File: config.mk
export PLATFORM = sky130hd
export DESIGN_NAME = tour_cmd
export DESIGN_NICKNAME = d
export VERILOG_FILES = /design/src/rtl/tour_pkg.sv /design/src/rtl/move_decode.sv /design/src/rtl/tour_cmd.sv
export SDC_FILE = /design/constraint.sdc
export NUM_CORES = 1
export LEC_CHECK = 0
export BUFFER_PORTS_ARGS = -buffer_cell sky130_fd_sc_hd__buf_2
export CELL_PAD_IN_SITES_DETAIL_PLACEMENT = 1
export CELL_PAD_IN_SITES_GLOBAL_PLACEMENT = 1
export CORE_MARGIN = 2
export CORE_UTILIZATION = 30
export DETAILED_ROUTE_END_ITERATION = 10
export HOLD_SLACK_MARGIN = 0.1
export PLACE_DENSITY = 0.9
export SLEW_MARGIN = 30
export SYNTH_ARGS = -nofsm -noshare
export SYNTH_HDL_FRONTEND = slang
export SYNTH_SLANG_ARGS = --single-unit
File: constraint.sdc
create_clock -name clk -period 2 [get_ports clk]
set_input_delay 0.2 -clock clk [delete_from_list [all_inputs] [get_ports clk]]
set_output_delay 0.2 -clock clk [all_outputs]
set_load 0.005 [all_outputs]
File: src/rtl/tour_pkg.sv
// Shared types and encodings for the knight's-tour command sequencer.
package tour_pkg;

    typedef enum logic [2:0] {
        IDLE,
        VERT,
        VWAIT,
        HORZ,
        HWAIT
    } tour_state_t;

    localparam logic [3:0] OP_MOVE    = 4'h2;
    localparam logic [3:0] OP_MOVE_FF = 4'h3;

    localparam logic [7:0] HDG_N = 8'h00;
    localparam logic [7:0] HDG_W = 8'h3F;
    localparam logic [7:0] HDG_S = 8'h7F;
    localparam logic [7:0] HDG_E = 8'hBF;

    localparam logic [7:0] RESP_ACK = 8'hA5;
    localparam logic [7:0] RESP_INT = 8'h5A;

    typedef struct packed {
        logic [3:0] opcode;
        logic [7:0] heading;
        logic [3:0] squares;
    } cmd_t;

    function automatic cmd_t make_cmd(input logic [3:0] op, input logic [7:0] hdg,
                                      input logic [1:0] sq);
        cmd_t c;
        c.opcode  = op;
        c.heading = hdg;
        c.squares = {2'b00, sq};
        return c;
    endfunction

endpackage

File: src/rtl/move_decode.sv
// Splits a one-hot knight move into a vertical leg command and a horizontal
// leg command (with fanfare). Malformed moves decode as bit0.
module move_decode
    import tour_pkg::*;
(
    input  logic [7:0]  move,
    output logic [15:0] vert_cmd,
    output logic [15:0] horz_cmd
);

    logic       dx_pos;
    logic       dy_pos;
    logic [1:0] dx_mag;
    logic [1:0] dy_mag;

    always_comb begin
        // bit0 (+1,+2) doubles as the fallback for zero or multi-hot moves
        dx_pos = 1'b1;
        dx_mag = 2'd1;
        dy_pos = 1'b1;
        dy_mag = 2'd2;
        case (move)
            8'h02: begin dx_pos = 1'b0; dx_mag = 2'd1; dy_pos = 1'b1; dy_mag = 2'd2; end
            8'h04: begin dx_pos = 1'b0; dx_mag = 2'd2; dy_pos = 1'b1; dy_mag = 2'd1; end
            8'h08: begin dx_pos = 1'b0; dx_mag = 2'd2; dy_pos = 1'b0; dy_mag = 2'd1; end
            8'h10: begin dx_pos = 1'b0; dx_mag = 2'd1; dy_pos = 1'b0; dy_mag = 2'd2; end
            8'h20: begin dx_pos = 1'b1; dx_mag = 2'd1; dy_pos = 1'b0; dy_mag = 2'd2; end
            8'h40: begin dx_pos = 1'b1; dx_mag = 2'd2; dy_pos = 1'b0; dy_mag = 2'd1; end
            8'h80: begin dx_pos = 1'b1; dx_mag = 2'd2; dy_pos = 1'b1; dy_mag = 2'd1; end
            default: ;
        endcase
    end

    assign vert_cmd = make_cmd(OP_MOVE,    dy_pos ? HDG_N : HDG_S, dy_mag);
    assign horz_cmd = make_cmd(OP_MOVE_FF, dx_pos ? HDG_E : HDG_W, dx_mag);

endmodule

File: src/rtl/tour_cmd.sv
// Muxes UART commands to cmd_proc when idle; during a tour, replays each
// solved knight move as a vertical leg followed by a horizontal leg.
module tour_cmd
    import tour_pkg::*;
#(
    parameter int NUM_MOVES = 24,
    parameter int IDX_W     = 5
) (
    input  logic             clk,
    input  logic             rst,
    input  logic             start_tour,
    input  logic [7:0]       move,
    output logic [IDX_W-1:0] mv_indx,
    input  logic [15:0]      cmd_UART,
    input  logic             cmd_rdy_UART,
    input  logic             clr_cmd_rdy,
    input  logic             send_resp,
    output logic [15:0]      cmd,
    output logic             cmd_rdy,
    output logic [7:0]       resp
);

    localparam logic [IDX_W-1:0] LAST_IDX = IDX_W'(NUM_MOVES - 1);

    tour_state_t      state_q, state_d;
    logic [IDX_W-1:0] mv_indx_q, mv_indx_d;
    logic [15:0]      vert_cmd;
    logic [15:0]      horz_cmd;
    logic             last_mv;

    move_decode u_move_decode (
        .move     (move),
        .vert_cmd (vert_cmd),
        .horz_cmd (horz_cmd)
    );

    assign last_mv = (mv_indx_q == LAST_IDX);
    assign mv_indx = mv_indx_q;

    always_ff @(posedge clk or posedge rst) begin
        if (rst) begin
            state_q   <= IDLE;
            mv_indx_q <= '0;
        end else begin
            state_q   <= state_d;
            mv_indx_q <= mv_indx_d;
        end
    end

    // Outputs decode straight from state so cmd_rdy rises one clock after
    // start_tour or the preceding send_resp.
    always_comb begin
        state_d   = state_q;
        mv_indx_d = mv_indx_q;
        cmd       = cmd_UART;
        cmd_rdy   = cmd_rdy_UART;
        resp      = RESP_ACK;
        case (state_q)
            IDLE: begin
                if (start_tour) begin
                    state_d   = VERT;
                    mv_indx_d = '0;
                end
            end
            VERT: begin
                cmd     = vert_cmd;
                cmd_rdy = 1'b1;
                resp    = RESP_INT;
                if (clr_cmd_rdy) state_d = VWAIT;
            end
            VWAIT: begin
                cmd     = vert_cmd;
                cmd_rdy = 1'b0;
                resp    = RESP_INT;
                if (send_resp) state_d = HORZ;
            end
            HORZ: begin
                cmd     = horz_cmd;
                cmd_rdy = 1'b1;
                resp    = RESP_INT;
                if (clr_cmd_rdy) state_d = HWAIT;
            end
            HWAIT: begin
                cmd     = horz_cmd;
                cmd_rdy = 1'b0;
                resp    = last_mv ? RESP_ACK : RESP_INT;
                if (send_resp) begin
                    if (last_mv) begin
                        state_d = IDLE;
                    end else begin
                        state_d   = VERT;
                        mv_indx_d = mv_indx_q + 1'b1;
                    end
                end
            end
            default: state_d = IDLE;
        endcase
    end

endmodule

==> results of run 1 <==
==> worst reg2reg max path: cells and delay by family, from the launching register on <==
| kind | cells | cell delay (ps) |
|---|---|---|
| simple gates | 4 | 900 |
| flops | 1 | 430 |
| compound gates | 1 | 120 |
| fa+ha+maj | 1 | 230 |
==> what timing repair did <==
action,in CTS,in global routing
pin swaps,1,1
setup endpoints to repair,6,12
buffers inserted,0,1
hold endpoints to repair,8,0
gates resized for setup,2,10
gates cloned,0,0
hold buffers,1,0
==> stage by stage <==
stage | util (%) | std cells | hold WS (ps) | worst slack (ps) | instance area, um^2
global placement | 41.0 | 247 | 158 | 194 | 1400
global route | 43.6 | 252 | 221 | 0.723 | 1490
floorplan | - | 150 | 15.7 | 355 | 1090
detailed placement | 41.0 | 247 | 169 | 179 | 1400
CTS | 42.1 | 251 | 210 | 69.1 | 1440
finish | 43.6 | 252 | 218 | 105 | 1490
==> kinds of logic after synthesis <==
kind of cell,after synthesis
AND/OR/NAND/NOR,83
buffers and inverters,16
flip-flops,8
XOR/XNOR,7
multiplexers,2
adder cells (fa/ha/maj),1
AO/OA/AOI/OAI,33
==> sequential cells by signal, summed over array words and instances, names as in the netlist <==
register and flops:
mv_indx 5, state_q 3
==> routing by layer <==
metal  global-route usage [%]  part of all wire, %  vias up
met1                     21.8                   42      608
met3                     2.29                  7.2        4
met5                        0                    0        -
met2                     31.6                   50       53
met4                     6.38                  1.2        0
li1                         -                    -      648
==> power groups by stage <==
stage / registers, mW / clock network [mW] / logic (mW)
CTS: 0.267 / 0.138 / 1.40
detailed placement: 0.264 / 0 / 1.39
global placement: 0.260 / 0 / 1.35
global route: 0.288 / 0.149 / 1.66
floorplan: 0.228 / 0 / 0.960
finish: 0.280 / 0.132 / 1.50
==> how the worst min path moves through the flow <==
stage	slack (ps)	endpoint	cells past startpoint
after floorplan	20	mv_indx[0]	1
after global placement	160	mv_indx[1]	2
after detailed placement	170	mv_indx[1]	2
after CTS	210	state_q[2]	2
after global routing	220	state_q[2]	2
final	220	state_q[2]	2
==> layout make-up <==
cell class,instances,area [um^2]
inverters,3,11.3
clock buffers,3,22.5
multi-input cells,126,817
well taps,46,57.6
fillers,460,1930
flip-flops and latches,8,201
repair buffers,66,379
==> cells in the final DEF, fill, tap and decap left out, drive strengths merged <==
| cell | Yosys | layout |
|---|---|---|
| or4 | 2 | 2 |
| buf | 11 | 65 |
| nand2 | 18 | 18 |
| or3b | 1 | 1 |
| nand2b | 4 | 4 |
| a22oi | 1 | 1 |
| a211oi | 1 | 1 |
| and3 | 1 | 1 |
| dfrtp | 8 | 8 |
| a22o | 5 | 5 |
| nor3b | 1 | 1 |
| a21bo | 1 | 1 |
| dlygate4sd3 | 0 | 1 |
| nand4 | 1 | 1 |
| xnor2 | 3 | 3 |
| o31ai | 1 | 1 |
| clkbuf | 2 | 3 |
| a21o | 1 | 1 |
| ha | 1 | 1 |
| a31oi | 1 | 1 |
| nand4b | 1 | 1 |
| or2 | 4 | 4 |
| nor2b | 5 | 5 |
| a21oi | 7 | 7 |
| o21ai | 9 | 9 |
| nor2 | 22 | 22 |
| mux2i | 1 | 1 |
| o2bb2ai | 1 | 1 |
| mux2 | 1 | 1 |
| o32ai | 2 | 2 |
| a21boi | 1 | 1 |
| inv | 3 | 3 |
| nor3 | 9 | 9 |
| xor2 | 4 | 4 |
| nand3 | 8 | 8 |
| o22ai | 1 | 1 |
| o311ai | 1 | 1 |
| nor4 | 6 | 6 |
==> run_results.csv, run 1 <==
group,metric,value,unit
power,p_sw,888,uW
floorplan,die_h,64.2,um
min_path,hold_path_class,"input port to flop",
synth,synth_top_family_by_area,"simple AND/OR/NAND/NOR gates",
synth,synth-seq-area-share,18.4,%
critical_path,crit_chain,"buf_6, nor2b_1, nand2_1, nand2_1, o2bb2ai_1, a211oi_2, buf_2",
placed_design,numPortBuffers,59,
placed_design,gp_congestion,0.713,
clock_tree,cts_buffers,3,
critical_path,cpPeakStageDelay,450,ps
timing,min_period_over_period,94.7,%
synth,synth.area.mux_share,1.96,%
layout,drive_above_1_share,43.7,%
run,max_cap_violations,0,
clock_tree,cts_root_buffer,"clkbuf_4",
layout,nets,239,
synth,synth.most_common_cell,"nor2_1",
synth,synth-xor-area-share,5.65,%
timing,final_hold_viol_count,0,
critical_path,ff2ff_path_depth,6,
critical_path,worstSetupStartpoint,"state_q[2]",
synth,yosys.area_share.simple,41.9,%
critical_path,critPathKind,"flop to output pin",
power,p_sw_share,46.4,%
synth,ys_ff_latch,8,
synth,yosys.area.top_type,"dfrtp_1",
critical_path,worstReg2RegStart,"mv_indx[0]",
synth,synth_edf_count,0,
synth,avgSynthCellArea,7.24,um^2
route,drc,0,
synth,synth_cell_types,43,
power,p_total,1.92,mW
critical_path,r2r_end,"mv_indx[3]",
clock_tree,clockBufferDepth,2,
layout,area_growth,37.1,%
power,comb_power_share,78.5,%
route,wl,3.50,mm
critical_path,cp_num_buf_inv,2,
synth,synth_warnings,0,
global_routing,grtUsageTotal,17.8,%
route,drtPass1Iterations,4,
synth,syn_inst,150,
min_path,hp-start,"send_resp",
synth,synth_ff_type,"dfrtp_1",
global_routing,grt_overflow,0,
timing,setup_viol,0,
synth,yosysTopAreaCellShare,18.4,%
critical_path,cp-endpoint,"cmd[0]",
synth,synth-compound-area-share,22.9,%
placed_design,dp_hpwl,2.79,mm
layout,diodes,0,
route,drt_iter0_markers,13,
floorplan,core.rowCount,21,
clock_tree,cts.clk_slew.worst_paths,50,ps
critical_path,crit_family,"flip-flops",
power,p_int,1.03,mW
route,vias,1313,
floorplan,ioPinCount,60,
synth,synthArstFlopShare,100,%
synth,synth_common_cells,"nor2_1, nand2_1, nor3_1, o21ai_0",
synth,ys_top_cells_by_area,"dfrtp_1, nor2_1, nor4_2",
timing,timing.final.max_slew_violations,0,
clock_tree,cts_tree,"built",
floorplan,start_util,31.8,%
synth,syn_area,0.00109,mm^2
power,power.leakage,0.697,nW
floorplan,die_x,64.2,um
power,p_seq_share,14.6,%
global_routing,grt_pass1_wl,5.83,mm
clock_tree,clk_latency,270,ps
critical_path,endpoint_kind,"output pin",
power,vdd_drop_max,0.478,mV
floorplan,coreArea,0.00342,mm^2
route,routedWlPerCell,13.9,um
timing,rsz0062_at_grt,"no",
clock_tree,cts.sinks,8,
critical_path,cp.arrival,1690,ps
power,p_per_area,1290,mW/mm^2
timing,fmax,0.528,GHz
timing,setup_tns,0,ps
synth,syn-num-nets,181,
route,drtAntennaViolNets,0,
critical_path,cp_common_cell,"nand2_1",
critical_path,cp-start-kind,"flop",
timing,finClkSkew,9.92,ps
critical_path,crit_slowest_cell,"dfrtp_1",
critical_path,critPathMaxFanout,15,
clock_tree,htree_num_levels,1,
timing,period_minus_slack,1890,ps
synth,synth_adder_area_share,1.15,%
floorplan,dieArea,0.00412,mm^2
outcome,status,"complete, no violations",
global_routing,grt_pass1_vias,1248,
timing,tightest_slew,622,ps
critical_path,r2r_setup_slack,270,ps
critical_path,cp.depth,7,
power,clkPwrFrac,6.9,%
route,viasPerCell,5.21,
global_routing,grt_max_degree,23,
timing,maxSlewHeadroom,58.1,%
global_routing,grt_antenna_before_repair,0,
critical_path,crit_required,1800,ps
(Power assumes the default switching activity.)
==> run 2: changes to the inputs <==
- ABC_AREA: not set -> 1
- CORE_UTILIZATION: 30 -> 27
- clock period: 2 -> 1.9 ns (I/O delays scaled with it)
==> run_results.csv, run 2 <==
group,metric,value,unit
layout,area_growth,38.4,%
min_path,min_path_cells,3,
global_routing,grt_pass1_vias,1151,
synth,syn_area,935,um^2
clock_tree,clk_latency,270,ps
synth,avgSynthCellArea,6.07,um^2
timing,fmax,0.560,GHz
global_routing,grt_pass1_wl,5.07,mm
global_routing,grt_overflow,0,
synth,yosys.area.top_type,"dfrtp_1",
route,drc,0,
route,wl,3.05,mm
critical_path,cp_num_buf_inv,2,
synth,synth_ff_type,"dfrtp_1",
global_routing,grt_max_degree,13,
critical_path,cp.depth,8,
route,drtPass1Iterations,4,
placed_design,gp_congestion,0.820,
timing,tightest_slew,346,ps
outcome,status,"complete, no violations",
critical_path,endpoint_kind,"output pin",
synth,synth-seq-area-share,21.4,%
timing,timing.final.max_slew_violations,0,
critical_path,crit_slowest_cell,"dfrtp_2",
route,vias,1143,
critical_path,cp.arrival,1600,ps
critical_path,crit_required,1710,ps
layout,final_common_cell,"buf_2",
floorplan,ioPinCount,60,
route,routedWlPerCell,11.8,um
synth,synth.most_common_cell,"nand2_1",
synth,synthArstFlopShare,100,%
power,p_per_area,1520,mW/mm^2
layout,diodes,0,
synth,synth_cell_types,23,
timing,period_minus_slack,1790,ps
layout,largest_reg_flops,5,
synth,syn-num-nets,185,
timing,setup_tns,0,ps
route,viasPerCell,4.43,
power,p_total,1.97,mW
min_path,hold_path_class,"input port to flop",
timing,rsz0062_at_grt,"no",
layout,drive_above_1_share,42.0,%
timing,setup_viol,0,
critical_path,critPathMaxFanout,8,
layout,nets,245,
synth,synth_edf_count,0,
synth,ys_ff_latch,8,
route,drtAntennaViolNets,0,
clock_tree,cts_buffers,3,
placed_design,numPortBuffers,59,
timing,finClkSkew,2.38,ps
timing,min_period_over_period,94.0,%
power,power.leakage,0.804,nW
floorplan,die_h,62.8,um
critical_path,cpPeakStageDelay,460,ps
critical_path,cp-start-kind,"flop",
clock_tree,cts.clk_slew.worst_paths,60,ps
synth,yosysTopAreaCellShare,21.4,%
layout,mostFrequentLayoutCells,"buf_2, nand2_1, nand3_1, nor2_1, inv_1",
global_routing,grtUsageTotal,15.9,%
floorplan,coreArea,0.00334,mm^2
global_routing,grt_antenna_before_repair,0,
timing,maxSlewHeadroom,76.7,%
synth,syn_inst,154,
power,vdd_drop_max,0.364,mV
floorplan,dieArea,0.00395,mm^2
critical_path,ff2ff_path_depth,9,
route,drt_iter0_markers,39,
clock_tree,cts_root_buffer,"clkbuf_4",
critical_path,crit_family,"simple AND/OR/NAND/NOR gates",
floorplan,die_x,62.8,um
floorplan,start_util,28.0,%
clock_tree,htree_num_levels,1,
clock_tree,cts_tree,"built",
run,max_cap_violations,0,
synth,synth_common_cells,"nand2_1, inv_1, nand3_1, nor2_1, dfrtp_1",
placed_design,dp_hpwl,2.45,mm
critical_path,critPathKind,"flop to output pin",
clock_tree,cts.sinks,8,
synth,ys_top_cells_by_area,"dfrtp_1, nand2_1, nand3_1",
critical_path,crit_chain,"nor2_4, nand2_4, nand2_2, inv_2, nor2_1, nand2_1, o21ai_2, buf_2",
timing,final_hold_viol_count,0,
floorplan,core.rowCount,21,
synth,synth_warnings,0,
clock_tree,clockBufferDepth,2,
[run 2: changes by cell type in the layout (fill, tap and decap cells not counted), sizes merged, moves of 4 or more]
cell / delta
nand3: +10
a21oi: -5
inv: +20
nand2: +39
nor3: -7
buf: -4
nand2b: -4
o21ai: -4
nor2b: -5
nor4: -6
a22o: -5
nand3b: +4
[run 2: through the flow]
step                      instance area [um^2]  setup WS, ps  cells  hold slack [ps]  utilization [%]
after floorplan                            935           417    154             5.66                -
final                                     1290           115    258              226             38.8
after CTS                                 1270          20.5    256              234             38.0
after global placement                    1230           314    252              155             36.9
after detailed placement                  1230           265    252              167             36.9
after global routing                      1290          12.9    258              263             38.8
[run 2: final cells by class]
class,instances,area [um^2]
Clock buffer,3,22.5
Sequential cell,8,204
Timing Repair Buffer,62,320
Tap cell,46,57.6
Inverter,23,91.3
Fill cell,473,2040
Multi-Input combinational cell,116,598
[run 2: routing by layer]
| layer | share of wire, % | global-route usage, % |
|---|---|---|
| met5 | 0 | 0 |
| met4 | 0.79 | 3.33 |
| met3 | 3.3 | 2.70 |
| met2 | 53 | 30.8 |
| met1 | 43 | 17.9 |
[run 2: worst paths after layout]
| kind | startpoint | to | slack [ps] |
|---|---|---|---|
| worst max-delay path | state_q[1] | cmd[11] | 110 |
| max in group asynchronous | rst | state_q[1] | 1200 |
| worst min register to register | mv_indx[0] | mv_indx[0] | 540 |
| min in group asynchronous | rst | state_q[2] | 430 |
| worst max register to register | mv_indx[0] | mv_indx[2] | 450 |
| worst min-delay path | clr_cmd_rdy | state_q[0] | 230 |
[run 2: logic make-up after synthesis]
family | count (synthesis) | synth area share [%]
AO/OA/AOI/OAI | 7 | 5.76
AND/OR/NAND/NOR | 103 | 51.3
buffers and inverters | 30 | 15.5
XOR/XNOR | 5 | 4.69
adder cells (fa/ha/maj) | 1 | 1.34
flip-flops | 8 | 21.4
[run 2: power breakdown]
part,total (mW),switching (mW),internal (mW)
clock network,0.145,0.0717,0.0732
registers,0.299,0.0787,0.220
logic,1.52,0.886,0.636
total,1.97,1.04,0.930
[run 2: what timing repair did]
item,CTS,global route
resized for setup,1,8
buffers inserted,0,2
hold endpoints to repair,8,0
setup endpoints to repair,5,14
hold buffers,1,0
[run 2: tightest hold or removal path, cell delays in order]
cell and delay, ps:
buf_2 80, nand3b_1 120, nand2_1 70
==> run 3: changes to the inputs <==
- CORE_MARGIN: 2 -> not set
==> run_results.csv, run 3 (synthesis gave the netlist of run 2 again) <==
group,metric,value,unit
floorplan,coreArea,0.00318,mm^2
layout,stdcell_count,255,
placed_design,numPortBuffers,59,
layout,nFillCells,452,
route,wl,2.89,mm
timing,tightest_slew,335,ps
layout,mostFrequentLayoutCells,"buf_2, nand2_1, nand3_1, nor2_1, inv_1",
layout,area_growth,37.2,%
critical_path,worstReg2RegStart,"mv_indx[0]",
route,viasPerCell,4.57,
placed_design,dp_hpwl,2.35,mm
layout,register_area,203,um^2
run,max_cap_violations,0,
critical_path,r2r_setup_slack,420,ps
global_routing,grt_antenna_before_repair,0,
floorplan,die_x,60.8,um
clock_tree,clk_latency,250,ps
route,vias,1165,
power,vdd_drop_max,0.378,mV
critical_path,cp.arrival,1580,ps
critical_path,cp-endpoint,"resp[0]",
route,drtPass1Iterations,4,
timing,setup_tns,0,ps
global_routing,grt_max_degree,13,
layout,largest_reg_flops,5,
layout,drive_above_1_share,40.8,%
timing,timing.final.max_slew_violations,0,
critical_path,critPathKind,"flop to output pin",
floorplan,ioPinCount,60,
critical_path,endpoint_kind,"output pin",
route,drtAntennaViolNets,0,
outcome,status,"complete, no violations",
floorplan,core.rowCount,20,
global_routing,grtUsageTotal,16.1,%
clock_tree,clockBufferDepth,2,
floorplan,dieArea,0.00370,mm^2
layout,nets,244,
route,drc,0,
power,p_per_area,1490,mW/mm^2
global_routing,grt_overflow,0,
timing,final_hold_viol_count,0,
floorplan,start_util,29.4,%
critical_path,cp-start-kind,"flop",
timing,setup_viol,0,
timing,finClkSkew,6.27,ps
critical_path,r2r_end,"mv_indx[2]",
global_routing,grt_pass1_vias,1086,
min_path,hold_path_class,"input port to flop",
critical_path,worstSetupStartpoint,"mv_indx[0]",
global_routing,grt_pass1_wl,4.54,mm
layout,multi_input_area,601,um^2
timing,period_minus_slack,1770,ps
floorplan,die_h,60.8,um
placed_design,dp.cells,250,
critical_path,crit_required,1710,ps
power,power.leakage,0.802,nW
timing,min_period_over_period,93.2,%
clock_tree,cts.sinks,8,
critical_path,ff2ff_path_depth,9,
route,drt_iter0_markers,37,
timing,rsz0062_at_grt,"yes",
route,routedWlPerCell,11.3,um
clock_tree,htree_num_levels,1,
layout,diodes,0,
clock_tree,cts_tree,"built",
clock_tree,cts_root_buffer,"clkbuf_4",
placed_design,gp_congestion,0.830,
layout,final_common_cell,"buf_2",
clock_tree,cts_buffers,3,
clock_tree,cts.clk_slew.worst_paths,60,ps
critical_path,critPathMaxFanout,5,
timing,maxSlewHeadroom,77.7,%
timing,fmax,0.565,GHz
## run 3: cell types whose count changed in the layout (fill, tap and decap cells not counted), sizes merged
cell  before  now
buf       61   60
## run 3: layout make-up
cell class / instances / area share, %
multi-input combinational: 116 / 46.8
tap: 44 / 4.29
inverter: 23 / 6.93
clock buffer: 3 / 1.76
timing repair buffer: 61 / 24.4
sequential: 8 / 15.8
## run 3: worst min path at each step
stage	to	cells after the start	start	slack, ps
after CTS	state_q[0]	3	clr_cmd_rdy	220
after global placement	mv_indx[2]	2	rst	150
after detailed placement	mv_indx[2]	2	rst	160
after floorplan	mv_indx[0]	1	rst	6
final	state_q[0]	3	clr_cmd_rdy	220
after global routing	state_q[0]	3	clr_cmd_rdy	240
## run 3: worst max-delay path, stage by stage, from the launching register on
cell and delay [ps]:
dfrtp_1 420, ha_1 230, nand2_1 80, inv_1 70
nand3b_1 130, nand2_4 80, nand2_1 140, inv_2 60
buf_2 120
## run 3: where the power goes
| group | internal [mW] | switching (mW) | leakage (nW) |
|---|---|---|---|
| combinational | 0.616 | 0.868 | 0.683 |
| sequential | 0.219 | 0.0816 | 0.105 |
| clock | 0.0721 | 0.0550 | 0.0138 |
## run 3: what timing repair did
action                                  CTS  global route
pin swaps                                 0             1
cloned                                    0             0
buffers inserted                          0             1
gates resized for setup                   1             6
endpoints found under the setup margin    6             9
hold endpoints to repair                  8             0
hold buffers                              1             0
## run 3: stage by stage
step / util [%] / hold WS (ps) / total power, mW / setup slack, ps / area (um^2)
after detailed placement: 38.7 / 158 / 1.73 / 254 / 1230
after global placement: 38.7 / 153 / 1.68 / 320 / 1230
after global routing: 40.4 / 236 / 2.13 / 1.73 / 1280
after floorplan: - / 5.66 / 1.32 / 417 / 935
final: 40.4 / 223 / 1.91 / 130 / 1280
after CTS: 39.8 / 217 / 1.88 / 64.7 / 1260
## run 3: metal layers
metal / GRT usage [%] / vias to the layer above / share of wire, %
li1: - / 587 / -
met1: 18.9 / 548 / 44
met2: 29.7 / 28 / 52
met3: 1.07 / 2 / 3.0
met4: 7.47 / 0 / 0.69
met5: 0 / - / 0
